==> src/rtl/acc_pkg.sv <==
// acc_pkg: shared definitions for the parametrised accumulator unit.
// Holds the opcode encodings, the bit positions of the flag vector
// {ZF, CF, OF, SF}, and the control FSM state encoding.
// Build option: ACC_MUL_EN enables the shift-add multiplier (opcode 10).
package acc_pkg;

    localparam logic [3:0] OP_NOP  = 4'd0;
    localparam logic [3:0] OP_LOAD = 4'd1;
    localparam logic [3:0] OP_ADD  = 4'd2;
    localparam logic [3:0] OP_SUB  = 4'd3;
    localparam logic [3:0] OP_AND  = 4'd4;
    localparam logic [3:0] OP_OR   = 4'd5;
    localparam logic [3:0] OP_NOT  = 4'd6;
    localparam logic [3:0] OP_SHL  = 4'd7;
    localparam logic [3:0] OP_SHR  = 4'd8;
    localparam logic [3:0] OP_CLR  = 4'd9;
    localparam logic [3:0] OP_MUL  = 4'd10;

    localparam int FLAG_ZF = 3;
    localparam int FLAG_CF = 2;
    localparam int FLAG_OF = 1;
    localparam int FLAG_SF = 0;

    typedef enum logic {
        ST_IDLE = 1'b0,
        ST_BUSY = 1'b1
    } state_t;

endpackage

==> src/rtl/acc_unit_p_if.sv <==
// acc_unit_p_if: request/response bundle of the accumulator unit.
// master: requester side (drives flush, op_valid, opcode, src_sel,
//         br_in, ir_in; observes op_ready, acc_out, mr_out, flags,
//         done, err).
// slave:  the accumulator unit itself (opposite directions).
interface acc_unit_p_if #(
    parameter int WIDTH = 16
);
    logic             flush;
    logic             op_valid;
    logic             op_ready;
    logic [3:0]       opcode;
    logic             src_sel;
    logic [WIDTH-1:0] br_in;
    logic [WIDTH-1:0] ir_in;
    logic [WIDTH-1:0] acc_out;
    logic [WIDTH-1:0] mr_out;
    logic [3:0]       flags;
    logic             done;
    logic             err;

    modport master (
        output flush, op_valid, opcode, src_sel, br_in, ir_in,
        input  op_ready, acc_out, mr_out, flags, done, err
    );

    modport slave (
        input  flush, op_valid, opcode, src_sel, br_in, ir_in,
        output op_ready, acc_out, mr_out, flags, done, err
    );
endinterface

==> src/rtl/acc_alu_comb.sv <==
// acc_alu_comb: combinational single-cycle datapath of the accumulator.
// Ports:
//   op     - opcode of the request being accepted
//   acc    - current accumulator value
//   b      - selected B operand
//   result - new accumulator value for single-cycle opcodes
//   flags  - {ZF, CF, OF, SF} belonging to result
//   writes - high for opcodes LOAD..CLR, which update ACC and flags
module acc_alu_comb
    import acc_pkg::*;
#(
    parameter int WIDTH = 16
) (
    input  logic [3:0]       op,
    input  logic [WIDTH-1:0] acc,
    input  logic [WIDTH-1:0] b,
    output logic [WIDTH-1:0] result,
    output logic [3:0]       flags,
    output logic             writes
);

    logic [WIDTH:0] sum;
    logic [WIDTH:0] diff;
    logic           cf;
    logic           of;

    // One extra bit on both paths: bit WIDTH is the carry for ADD and
    // the borrow (acc < b unsigned) for SUB.
    assign sum  = {1'b0, acc} + {1'b0, b};
    assign diff = {1'b0, acc} - {1'b0, b};

    // Result selection; signed overflow is judged from operand and
    // result sign bits (same-sign add flips, mixed-sign sub flips).
    always_comb begin
        result = acc;
        cf     = 1'b0;
        of     = 1'b0;
        writes = 1'b1;
        case (op)
            OP_LOAD: result = b;
            OP_ADD: begin
                result = sum[WIDTH-1:0];
                cf     = sum[WIDTH];
                of     = (acc[WIDTH-1] == b[WIDTH-1]) &&
                         (sum[WIDTH-1] != acc[WIDTH-1]);
            end
            OP_SUB: begin
                result = diff[WIDTH-1:0];
                cf     = diff[WIDTH];
                of     = (acc[WIDTH-1] != b[WIDTH-1]) &&
                         (diff[WIDTH-1] != acc[WIDTH-1]);
            end
            OP_AND: result = acc & b;
            OP_OR:  result = acc | b;
            OP_NOT: result = ~acc;
            OP_SHL: begin
                result = {acc[WIDTH-2:0], 1'b0};
                cf     = acc[WIDTH-1];
            end
            OP_SHR: begin
                result = {1'b0, acc[WIDTH-1:1]};
                cf     = acc[0];
            end
            OP_CLR: result = '0;
            default: writes = 1'b0;
        endcase
    end

    always_comb begin
        flags          = '0;
        flags[FLAG_ZF] = (result == '0);
        flags[FLAG_CF] = cf;
        flags[FLAG_OF] = of;
        flags[FLAG_SF] = result[WIDTH-1];
    end

endmodule

==> src/rtl/acc_unit_p.sv <==
// acc_unit_p: parametrised accumulator unit (ACC + high-product MR).
// Ports:
//   clk   - clock
//   rst_n - asynchronous active-low reset
//   bus   - acc_unit_p_if.slave: flush, op_valid/op_ready handshake,
//           opcode, src_sel, br_in, ir_in, acc_out, mr_out, flags,
//           done, err
// Build option: ACC_MUL_EN adds the WIDTH-cycle shift-add multiplier
// (opcode 10) and the BUSY state; without it opcode 10 is illegal and
// the unit is always ready.
module acc_unit_p
    import acc_pkg::*;
#(
    parameter int WIDTH = 16,
    parameter int CNT_W = $clog2(WIDTH)
) (
    input  logic         clk,
    input  logic         rst_n,
    acc_unit_p_if.slave  bus
);

    state_t           state;
    logic [WIDTH-1:0] acc_q;
    logic [WIDTH-1:0] mr_q;
    logic [3:0]       flags_q;
    logic             done_q;
    logic             err_q;

    logic [WIDTH-1:0] b_sel;
    logic [WIDTH-1:0] alu_result;
    logic [3:0]       alu_flags;
    logic             alu_writes;
    logic             accept;
    logic             op_is_mul;
    logic             op_illegal;

    assign b_sel = bus.src_sel ? bus.ir_in : bus.br_in;

    // flush wins over a pending request while idle.
    assign accept = bus.op_valid && (state == ST_IDLE) && !bus.flush;

    acc_alu_comb #(.WIDTH(WIDTH)) u_alu (
        .op     (bus.opcode),
        .acc    (acc_q),
        .b      (b_sel),
        .result (alu_result),
        .flags  (alu_flags),
        .writes (alu_writes)
    );

`ifdef ACC_MUL_EN
    logic [CNT_W-1:0] cnt;
    logic [WIDTH-1:0] pp_hi;
    logic [WIDTH-1:0] pp_lo;
    logic [WIDTH-1:0] mcand;
    logic [WIDTH:0]   step_sum;
    logic [WIDTH-1:0] step_hi;
    logic [WIDTH-1:0] step_lo;
    logic [3:0]       mul_flags;

    assign op_is_mul = (bus.opcode == OP_MUL);

    // One shift-add step: pp_lo starts as the multiplier and is shifted
    // out from the bottom while product bits enter from pp_hi, so after
    // WIDTH steps {pp_hi, pp_lo} holds the full product.
    always_comb begin
        step_sum = {1'b0, pp_hi} + (pp_lo[0] ? {1'b0, mcand} : '0);
        step_hi  = step_sum[WIDTH:1];
        step_lo  = {step_sum[0], pp_lo[WIDTH-1:1]};
    end

    always_comb begin
        mul_flags          = '0;
        mul_flags[FLAG_ZF] = ({step_hi, step_lo} == '0);
        mul_flags[FLAG_CF] = (step_hi != '0);
        mul_flags[FLAG_OF] = (step_hi != '0);
        mul_flags[FLAG_SF] = step_hi[WIDTH-1];
    end
`else
    assign op_is_mul = 1'b0;
`endif

    assign op_illegal = !alu_writes && (bus.opcode != OP_NOP) && !op_is_mul;

    // Control FSM and all architectural registers. ACC/MR/flags are only
    // written on completion, so a running MUL leaves them untouched and
    // a flush simply drops the partial product.
    always_ff @(posedge clk or negedge rst_n) begin
        if (!rst_n) begin
            state   <= ST_IDLE;
            acc_q   <= '0;
            mr_q    <= '0;
            flags_q <= '0;
            done_q  <= 1'b0;
            err_q   <= 1'b0;
`ifdef ACC_MUL_EN
            cnt     <= '0;
            pp_hi   <= '0;
            pp_lo   <= '0;
            mcand   <= '0;
`endif
        end else begin
            done_q <= 1'b0;
            err_q  <= 1'b0;
            case (state)
                ST_IDLE: begin
                    if (accept) begin
                        if (op_is_mul) begin
`ifdef ACC_MUL_EN
                            state <= ST_BUSY;
                            cnt   <= CNT_W'(WIDTH - 1);
                            pp_hi <= '0;
                            pp_lo <= acc_q;
                            mcand <= b_sel;
`endif
                        end else if (alu_writes) begin
                            acc_q   <= alu_result;
                            flags_q <= alu_flags;
                            done_q  <= 1'b1;
                            if (bus.opcode == OP_CLR) begin
                                mr_q <= '0;
                            end
                        end else if (op_illegal) begin
                            err_q <= 1'b1;
                        end
                    end
                end
`ifdef ACC_MUL_EN
                ST_BUSY: begin
                    if (bus.flush) begin
                        state <= ST_IDLE;
                    end else begin
                        pp_hi <= step_hi;
                        pp_lo <= step_lo;
                        if (cnt == '0) begin
                            acc_q   <= step_lo;
                            mr_q    <= step_hi;
                            flags_q <= mul_flags;
                            done_q  <= 1'b1;
                            state   <= ST_IDLE;
                        end else begin
                            cnt <= cnt - 1'b1;
                        end
                    end
                end
`endif
                default: state <= ST_IDLE;
            endcase
        end
    end

    assign bus.op_ready = (state == ST_IDLE);
    assign bus.acc_out  = acc_q;
    assign bus.mr_out   = mr_q;
    assign bus.flags    = flags_q;
    assign bus.done     = done_q;
    assign bus.err      = err_q;

endmodule

==> src/flat_wrapper.sv <==
// flat-port wrapper written by rule: the top's interface ports become plain ports
module acc_unit_p_flat import acc_pkg::*;
#(
    parameter int WIDTH = 16,
    parameter int CNT_W = $clog2(WIDTH)
)
  (clk, rst_n, bus_flush, bus_op_valid, bus_opcode, bus_src_sel, bus_br_in, bus_ir_in, bus_op_ready, bus_acc_out, bus_mr_out, bus_flags, bus_done, bus_err);
  acc_unit_p_if #(.WIDTH(WIDTH)) bus_i ();
  input  logic clk;
  input  logic rst_n;
  input wire logic [$bits(bus_i.flush)-1:0] bus_flush;
  input wire logic [$bits(bus_i.op_valid)-1:0] bus_op_valid;
  input wire logic [$bits(bus_i.opcode)-1:0] bus_opcode;
  input wire logic [$bits(bus_i.src_sel)-1:0] bus_src_sel;
  input wire logic [$bits(bus_i.br_in)-1:0] bus_br_in;
  input wire logic [$bits(bus_i.ir_in)-1:0] bus_ir_in;
  output wire logic [$bits(bus_i.op_ready)-1:0] bus_op_ready;
  output wire logic [$bits(bus_i.acc_out)-1:0] bus_acc_out;
  output wire logic [$bits(bus_i.mr_out)-1:0] bus_mr_out;
  output wire logic [$bits(bus_i.flags)-1:0] bus_flags;
  output wire logic [$bits(bus_i.done)-1:0] bus_done;
  output wire logic [$bits(bus_i.err)-1:0] bus_err;
  assign bus_i.flush = bus_flush;
  assign bus_i.op_valid = bus_op_valid;
  assign bus_i.opcode = bus_opcode;
  assign bus_i.src_sel = bus_src_sel;
  assign bus_i.br_in = bus_br_in;
  assign bus_i.ir_in = bus_ir_in;
  assign bus_op_ready = bus_i.op_ready;
  assign bus_acc_out = bus_i.acc_out;
  assign bus_mr_out = bus_i.mr_out;
  assign bus_flags = bus_i.flags;
  assign bus_done = bus_i.done;
  assign bus_err = bus_i.err;
  acc_unit_p #(.WIDTH(WIDTH), .CNT_W(CNT_W)) u_core (.clk(clk), .rst_n(rst_n), .bus(bus_i));
endmodule
==> config.mk <==
export PLATFORM = sky130hd
export DESIGN_NAME = acc_unit_p_flat
export DESIGN_NICKNAME = d
export VERILOG_FILES = /design/src/rtl/acc_pkg.sv /design/src/rtl/acc_unit_p_if.sv /design/src/rtl/acc_alu_comb.sv /design/src/rtl/acc_unit_p.sv /design/src/flat_wrapper.sv
export SDC_FILE = /design/constraint.sdc
export NUM_CORES = 1
export LEC_CHECK = 0
export CAP_MARGIN = 40
export CORE_MARGIN = 2
export CORE_UTILIZATION = 30
export DETAILED_ROUTE_END_ITERATION = 8
export GPL_TIMING_DRIVEN = 0
export SLEW_MARGIN = 20
export SYNTH_ARGS = -nofsm -noshare
export SYNTH_HDL_FRONTEND = slang
export SYNTH_SLANG_ARGS = --single-unit
==> constraint.sdc <==
create_clock -name clk -period 4.5 [get_ports clk]
set_clock_uncertainty 0.1 [all_clocks]
set_input_delay 0.675 -clock clk [delete_from_list [all_inputs] [get_ports clk]]
set_output_delay 0.675 -clock clk [all_outputs]
set_load 0.1 [all_outputs]
# Word level (Yosys, flattened, before mapping)
# Cells that the tools add are included.
# op_classes
add_sub_neg,2
n_eq_ne,13
n_mux,10
bitwise_logic,3
reduce_logical,10
# ops
cell,n
16-bit one-hot mux with 9 select lines,1
16-bit by 16-bit adder with 17-bit output,1
16-bit by 16-bit subtractor with 17-bit output,1
16-bit AND,1
"4-bit by 3-bit == test with 1-bit output, second input constant",4
16-bit zero test,1
16-bit two-way mux,1
16-bit inverter,1
16-bit OR,1
9-bit OR reduction,1
"4-bit by 2-bit == test with 1-bit output, second input constant",2
"4-bit == test, second input constant",2
1-bit two-way mux,6
"4-bit by 1-bit == test with 1-bit output, second input constant",1
1-bit logical AND,4
1-bit one-hot mux with 4 select lines,1
4-bit nonzero test,1
1-bit != test,3
1-bit zero test,2
1-bit one-hot mux with 2 select lines,1
2-bit AND reduction,1
1-bit == test,1
# word_totals
reg_bits,22
output_inout_bits,39
word_cells,42

# Logic depth before layout (Yosys ltp)
# Gate-level depths: netlist (run 1).
# logic_depth
depth_word,8
ltp_mapped,16
ltp_nobuf,14

# Cells and area by module
# Synthesis (run 1) repeated with hierarchy kept, for this count alone.
# unflattened
cells_unflattened,578
hier_area_um2,4478.0
# modules_own_cells
module,n_inst,cells_each,area_per_inst_um2
acc_alu_comb,1,493,3238.1
acc_unit_p,1,85,1239.9

# Worst setup path before layout (run 1)
# OpenSTA, ideal clock, no wires.
# synth_path
kind,in2reg
startpoint,input port bus_src_sel
endpoint,register u_core.flags_q[3] (netlist: u_core.bus.flags[3])
setup_time_ps,69
arrival_time_ps,3586
t_required_ps,4331
slack_ps,745
stages,15
path_cell_list,buf_4 -> buf_6 -> mux2i_1 -> inv_1 -> ha_1 -> fa_1 -> and3b_1 -> a311oi_1 -> o211ai_1 -> a2111oi_0 -> o211ai_1 -> nor4_2 -> o2111ai_1 -> nor4_2 -> a22o_1
# synth_via
elab_chain_cells,4
word_cells_on_any_way,7
cone_classes,add/sub (2); mux (2); bitwise (2); reduce/logical (1)
# synth_rtl
element,line_no,source
start: declaration,flat_wrapper.sv:14,input wire logic [$bits(bus_i.src_sel)-1:0] bus_src_sel;
16-bit two-way mux *,acc_unit_p.sv:37,assign b_sel = bus.src_sel ? bus.ir_in : bus.br_in;
16-bit by 16-bit subtractor with 17-bit output (tied with other cells),acc_alu_comb.sv:30,"assign diff = {1'b0, acc} - {1'b0, b};"
16-bit one-hot mux with 9 select lines *,acc_alu_comb.sv:39,case (op)
16-bit zero test *,acc_alu_comb.sv:71,flags[FLAG_ZF] = (result == '0);
end signal: assignment,acc_unit_p.sv:118,flags_q <= alu_flags;
end: declaration,acc_unit_p.sv:25,logic [3:0] flags_q;
# Mark *: on every way between the ends. The rest lies on a longest branch, timed or not.
# A chain may end at the register's enable or synchronous reset.

# Worst setup path after layout (run 1)
# Ends and elaborated chain as after synthesis.

==> flow_summary.json, run 1 <==
{
  "cp_slowest_cell": "sky130_fd_sc_hd__fa_1",
  "grt_setup_unrepaired": "false",
  "fin_util": 0.391,
  "peak_clock_frequency_supported_by_timing_ghz": 0.236,
  "layout_worst_path_cycle_share": 0.941,
  "globalRouteOverflowTotal": 0,
  "ratio_of_cells_with_drive_above_1_in_the_final_layout": 0.150,
  "die_width_um": 127,
  "power_density_cells_nw_per_um2": 411,
  "critPathLaunch": "bus_src_sel",
  "cp_num_cells": 15,
  "ys_dominant_reg_cell": "sky130_fd_sc_hd__dfrtp_1",
  "grt_pass1_vias": 4693,
  "cts_setup_buffers": 0,
  "worst-path-max-fanout": 10,
  "cp_data_required_time_ps": 4600,
  "antenna_violating_nets_post_route": 0,
  "endpoint_of_the_worst_slack_reg_to_reg_timing_path": "u_core.bus.flags[3]",
  "place.gp.congestion": 0.985,
  "total_power_w": 0.00242,
  "dpl_cell_area_um2": 5780,
  "route.detailed.vias_per_inst": 5.65,
  "crit_family": "compound AO/OA/AOI/OAI gates",
  "post_synth_num_cell_types": 85,
  "synthesis.yosys.warnings": 0,
  "core_area_um2": 15000,
  "pin_count_of_the_biggest_net_entering_global_routing": 22,
  "insertion_delay_ps": 270,
  "fin_crit_ps": 4230,
  "cts.sinks": 21,
  "num_io_pins": 80,
  "cts_tree": "built",
  "top_library_cells_by_usage_in_the_layout_fill_and_taps_aside": "sky130_fd_sc_hd__clkdlybuf4s50_1, sky130_fd_sc_hd__ha_1, sky130_fd_sc_hd__a21oi_1, sky130_fd_sc_hd__inv_1, sky130_fd_sc_hd__o21ai_0",
  "critPathArrivalTime_ps": 4340,
  "timing_hold_violations_final": 0,
  "initial_antenna_violation_count": 0,
  "cp_num_buf_inv": 3,
  "cp-endpoint": "u_core.bus.flags[3]",
  "timing.critical_path.from_type": "input pin",
  "status": "finished, final reports clean",
  "gr-usage-all-layers": 0.212,
  "synth.avg_cell_area_um2": 7.62,
  "via_count": 5018,
  "seq_area_frac_synth": 0.115,
  "synth_edf_count": 0,
  "drv.max_cap_violation_count": 0,
  "flow.area_growth_from_synthesis_pct": 29.0,
  "netlist_instances": 598,
  "die_height_um": 127,
  "drtIter0Drc": 576,
  "r2r_start": "u_core.bus.acc_out[5]",
  "hold_ws_ps": 294,
  "port_buffers": 59,
  "ir_worst_vdd_mv": 0.201,
  "worstHoldPathType": "input pin to async pin",
  "r2r.worst_path.cells": 12,
  "setup_violations": 0,
  "h-tree-depth": 1,
  "grt.met1_usage": 0.286,
  "final_cell_area_um2": 5880,
  "worst-r2r-setup-slack_ps": 890,
  "routedWlPerCell_um": 19.6,
  "timing.setup.critical_path_class": "input pin to flop",
  "clock_tree.root_cell": "sky130_fd_sc_hd__clkbuf_16",
  "n_antenna_cell": 0,
  "most_used_layer_global_route": "met2",
  "drt_first_pass_iters": 5,
  "placement_rows": 45,
  "wirelength_um": 17400,
  "grt_pass1_wl_um": 26900,
  "synthArstFlopShare": 1.00,
  "synth-seq-cells": 21,
  "layout.nets": 799,
  "path_cells": "buf_4 -> buf_6 -> mux2i_1 -> inv_1 -> ha_1 -> fa_1 -> and3b_1 -> a311oi_1 -> o211ai_1 -> a2111oi_1 -> o211ai_1 -> nor4_2 -> o2111ai_1 -> nor4_2 -> a22o_1",
  "mappedNetlistArea_um2": 4560,
  "worstSetupEndpointType": "flop",
  "cts_inserted_buffers": 3,
  "met2_track_usage_gr": 0.339,
  "most_common_cell_after_layout_fill_and_taps_aside": "sky130_fd_sc_hd__clkdlybuf4s50_1",
  "slowest_delay_ps": 510,
  "gr-usage-met3": 0.0364,
  "maxSlewViolCount": 0,
  "place.detailed.hpwl_um": 13400,
  "max-slew-margin-rel": 0.490,
  "transition_time_at_the_pin_with_the_least_slew_margin_ps": 762,
  "static-leakage-power_nw": 2.57,
  "dieArea_um2": 16200,
  "cts.path.max_buffers": 2,
  "detail_route.drc_violations": 0,
  "cts.clk_slew.worst_paths_ps": 70,
  "floorplan.initialDensity": 0.303
}
-- Yosys cell counts, types with 10 or more instances --
| library cell | count | area share |
|---|---|---|
| sky130_fd_sc_hd__xnor2_1 | 10 | 0.019 |
| sky130_fd_sc_hd__ha_1 | 55 | 0.15 |
| sky130_fd_sc_hd__nor2_1 | 35 | 0.029 |
| sky130_fd_sc_hd__a21oi_1 | 51 | 0.056 |
| sky130_fd_sc_hd__dfrtp_1 | 21 | 0.12 |
| sky130_fd_sc_hd__nor2b_1 | 10 | 0.014 |
| sky130_fd_sc_hd__buf_4 | 24 | 0.040 |
| sky130_fd_sc_hd__mux2i_1 | 12 | 0.026 |
| sky130_fd_sc_hd__o21ai_0 | 41 | 0.045 |
| sky130_fd_sc_hd__o211ai_1 | 12 | 0.020 |
| sky130_fd_sc_hd__nand2_1 | 38 | 0.031 |
| sky130_fd_sc_hd__nand2b_1 | 22 | 0.030 |
| sky130_fd_sc_hd__a21o_1 | 10 | 0.016 |
| sky130_fd_sc_hd__inv_1 | 48 | 0.040 |
-- repair_timing --
item | CTS | global route
endpoints found under the setup margin | 0 | 1
hold buffers | 0 | 0
resized for setup | 0 | 3
-- logic make-up (layout without fill, tap and decap cells) --
kind of cell	after synthesis	in the layout	synth area share
flops	21	21	0.115
compound gates	216	216	0.326
buf+inv	100	187	0.118
other cells	2	17	0.00165
simple gates	168	168	0.203
fa+ha+maj	57	57	0.160
xor+xnor	14	14	0.0269
mux	20	20	0.0492
-- power breakdown --
part           internal, W  total, W  switching [W]
logic             0.000702   0.00187        0.00117
clock network     0.000120  0.000213      0.0000928
registers         0.000231  0.000336       0.000105
total              0.00105   0.00242        0.00136
-- worst min-delay path by stage --
stage,startpoint,to,slack [ps]
final,rst_n,u_core.bus.done,290
after global routing,rst_n,u_core.bus.done,350
after CTS,rst_n,u_core.bus.done,320
after detailed placement,u_core.bus.flags[3],u_core.bus.flags[3],410
after global placement,u_core.bus.flags[3],u_core.bus.flags[3],400
after floorplan,rst_n,u_core.bus.acc_out[0],280
-- area by class of cell --
class	instances	area (um2)
Fill cell	1569	9160
Multi-Input combinational cell	492	3560
Timing Repair Buffer	83	938
Sequential cell	21	526
Buffer	51	353
Tap cell	188	235
Inverter	49	184
Clock buffer	3	75.1
Clock inverter	1	5.00
-- sequential cells by signal, indices dropped and copies added, names as in the netlist --
name	flops
u_core.bus.acc_out	15
u_core.bus.err	1
u_core.bus.flags	4
u_core.bus.done	1
-- worst register-to-register path, stage by stage (launching register included) --
cell and delay [ps]:
sky130_fd_sc_hd__dfrtp_1 530, sky130_fd_sc_hd__inv_1 100, sky130_fd_sc_hd__ha_1 340, sky130_fd_sc_hd__buf_4 190
sky130_fd_sc_hd__nor3_1 90, sky130_fd_sc_hd__a2111oi_2 530, sky130_fd_sc_hd__o21ai_1 220, sky130_fd_sc_hd__a211oi_2 360
sky130_fd_sc_hd__mux2i_1 120, sky130_fd_sc_hd__a311oi_1 360, sky130_fd_sc_hd__o21ai_1 120, sky130_fd_sc_hd__nor4_2 320
sky130_fd_sc_hd__a22o_1 190
-- routing by layer --
layer	vias up	part of all wire
li1	2363	-
met4	0	0.041
met5	-	0
met2	262	0.44
met3	56	0.088
met1	2337	0.43
-- stage by stage --
stage | worst slack (ps) | TNS [ps] | instances
5_1_grt | 42.8 | 0 | 888
3_3_place_gp | -147 | -147 | 860
4_1_cts | 169 | 0 | 887
2_1_floorplan | 745 | 0 | 613
6_report | 265 | 0 | 888
3_5_place_dp | -79.4 | -79.4 | 883
Power figures use the tool's default switching activity.
==> run 2: changes to the inputs <==
--- a/config.mk
+++ b/config.mk
@@ -8,6 +8,7 @@
 export CAP_MARGIN = 40
 export CORE_MARGIN = 2
 export CORE_UTILIZATION = 30
+export CTS_BUF_LIST = sky130_fd_sc_hd__clkbuf_8
 export DETAILED_ROUTE_END_ITERATION = 8
 export GPL_TIMING_DRIVEN = 0
 export SLEW_MARGIN = 20
==> run 2 against run 1 <==
Against the previous run: power decreased by 2.8%; sequential power is essentially flat; critical path depth is the same; final cell count unchanged; count of clock-buffer cells in the layout unchanged; critical endpoint unchanged.
==> flow_summary.json, run 2 (same netlist as run 1, synthesis figures left out) <==
{
  "cts.path.max_buffers": 2,
  "critPathLaunch": "bus_src_sel",
  "largest_register_ffs": 15,
  "ir_worst_vdd_mv": 0.201,
  "dieArea_um2": 16200,
  "globalRouteOverflowTotal": 0,
  "maxSlewViolCount": 0,
  "fin_util": 0.389,
  "insertion_delay_ps": 280,
  "die_height_um": 127,
  "cts-resized-gates": 0,
  "most_common_cell_after_layout_fill_and_taps_aside": "sky130_fd_sc_hd__clkdlybuf4s50_1",
  "antenna_violating_nets_post_route": 0,
  "h-tree-depth": 1,
  "cts.hold.buffers_added": 0,
  "timing.setup.critical_path_class": "input pin to flop",
  "grt_pass1_wl_um": 26900,
  "place.detailed.hpwl_um": 13400,
  "layout.nets": 799,
  "r2r.worst_path.cells": 12,
  "place.gp.congestion": 0.985,
  "met2_track_usage_gr": 0.340,
  "cts.clk_slew.worst_paths_ps": 110,
  "top_library_cells_by_usage_in_the_layout_fill_and_taps_aside": "sky130_fd_sc_hd__clkdlybuf4s50_1, sky130_fd_sc_hd__ha_1, sky130_fd_sc_hd__a21oi_1, sky130_fd_sc_hd__inv_1, sky130_fd_sc_hd__o21ai_0",
  "port_buffers": 59,
  "setup_violations": 0,
  "cts_inserted_buffers": 3,
  "placement_rows": 45,
  "drv.max_cap_violation_count": 0,
  "core_area_um2": 15000,
  "wirelength_um": 17500,
  "cts_setup_buffers": 0,
  "worstSetupEndpointType": "flop",
  "most_used_layer_global_route": "met2",
  "worst-r2r-setup-slack_ps": 880,
  "power_density_cells_nw_per_um2": 402,
  "num_io_pins": 80,
  "fin_crit_ps": 4210,
  "cp_data_required_time_ps": 4620,
  "ratio_of_cells_with_drive_above_1_in_the_final_layout": 0.150,
  "timing_hold_violations_final": 0,
  "max-slew-margin-rel": 0.480,
  "drt_first_pass_iters": 5,
  "cts_tree": "built",
  "grt_pass1_vias": 4693,
  "timing.critical_path.from_type": "input pin",
  "pin_count_of_the_biggest_net_entering_global_routing": 22,
  "via_count": 5047,
  "totalNegativeSetupSlack_ps": 0,
  "cts.sinks": 21,
  "dpl_cell_area_um2": 5780,
  "worstHoldPathType": "input pin to async pin",
  "r2r_start": "u_core.bus.acc_out[5]",
  "n_antenna_cell": 0,
  "endpoint_of_the_worst_slack_reg_to_reg_timing_path": "u_core.bus.flags[3]",
  "route.detailed.vias_per_inst": 5.68,
  "gr-usage-all-layers": 0.212,
  "die_width_um": 127,
  "cp-endpoint": "u_core.bus.flags[3]",
  "transition_time_at_the_pin_with_the_least_slew_margin_ps": 778,
  "clock_tree.root_cell": "sky130_fd_sc_hd__clkbuf_8",
  "initial_antenna_violation_count": 0,
  "critPathArrivalTime_ps": 4330,
  "final_cell_area_um2": 5840,
  "static-leakage-power_nw": 2.55,
  "layout_worst_path_cycle_share": 0.937,
  "grt.met1_usage": 0.288,
  "grt_setup_unrepaired": "false",
  "status": "finished, final reports clean",
  "drtIter0Drc": 480,
  "worst-path-max-fanout": 10,
  "flow.area_growth_from_synthesis_pct": 28.3,
  "peak_clock_frequency_supported_by_timing_ghz": 0.237,
  "floorplan.initialDensity": 0.303,
  "post_layout_nonfiller_instances": 888,
  "detail_route.drc_violations": 0,
  "gr-usage-met3": 0.0348,
  "dpl.cell_count": 883,
  "routedWlPerCell_um": 19.7
}
-- run 2: cell counts in the layout (fill, tap and decap cells not counted) --
Identical to the previous run, type by type.
-- run 2: metal layers --
metal,share of wire,routed length [um]
met2,0.45,7870
met4,0.036,622
met1,0.44,7620
met3,0.079,1380
met5,0,0
-- run 2: cell type report --
type / count / area (um2)
Fill cell: 1575 / 9190
Multi-Input combinational cell: 492 / 3560
Timing Repair Buffer: 83 / 938
Sequential cell: 21 / 526
Buffer: 51 / 353
Tap cell: 188 / 235
Inverter: 49 / 184
Clock buffer: 3 / 41.3
Clock inverter: 1 / 5.00
-- run 2: critical path, stage by stage --
cell and delay [ps]:
sky130_fd_sc_hd__buf_4 200, sky130_fd_sc_hd__buf_6 240, sky130_fd_sc_hd__mux2i_1 270, sky130_fd_sc_hd__inv_1 120
sky130_fd_sc_hd__ha_1 270, sky130_fd_sc_hd__fa_1 510, sky130_fd_sc_hd__and3b_1 170, sky130_fd_sc_hd__a311oi_1 260
sky130_fd_sc_hd__o211ai_1 200, sky130_fd_sc_hd__a2111oi_1 320, sky130_fd_sc_hd__o211ai_1 170, sky130_fd_sc_hd__nor4_2 270
sky130_fd_sc_hd__o2111ai_1 220, sky130_fd_sc_hd__nor4_2 270, sky130_fd_sc_hd__a22o_1 180
-- run 2: where the power goes --
group	internal, W	switching, W	leakage (nW)
clock	0.0000623	0.0000849	0.0255
combinational	0.000702	0.00116	2.26
sequential	0.000231	0.000106	0.260
total	0.000995	0.00135	2.55
-- run 2: through the flow --
stage	hold slack [ps]	worst slack, ps	power (W)
final	273	285	0.00235
after global routing	327	63.5	0.00249
after CTS	301	187	0.00232
after detailed placement	411	-79.4	0.00217
after global placement	404	-147	0.00201
after floorplan	279	745	0.00158
-- run 2: how the worst min path moves through the flow --
stage / from / endpoint / slack (ps) / depth (start not counted)
2_1_floorplan: rst_n / u_core.bus.acc_out[0] / 280 / 0
3_3_place_gp: u_core.bus.flags[3] / u_core.bus.flags[3] / 400 / 1
3_5_place_dp: u_core.bus.flags[3] / u_core.bus.flags[3] / 410 / 1
4_1_cts: rst_n / u_core.bus.done / 300 / 1
5_1_grt: rst_n / u_core.bus.done / 330 / 1
6_report: rst_n / u_core.bus.done / 270 / 1
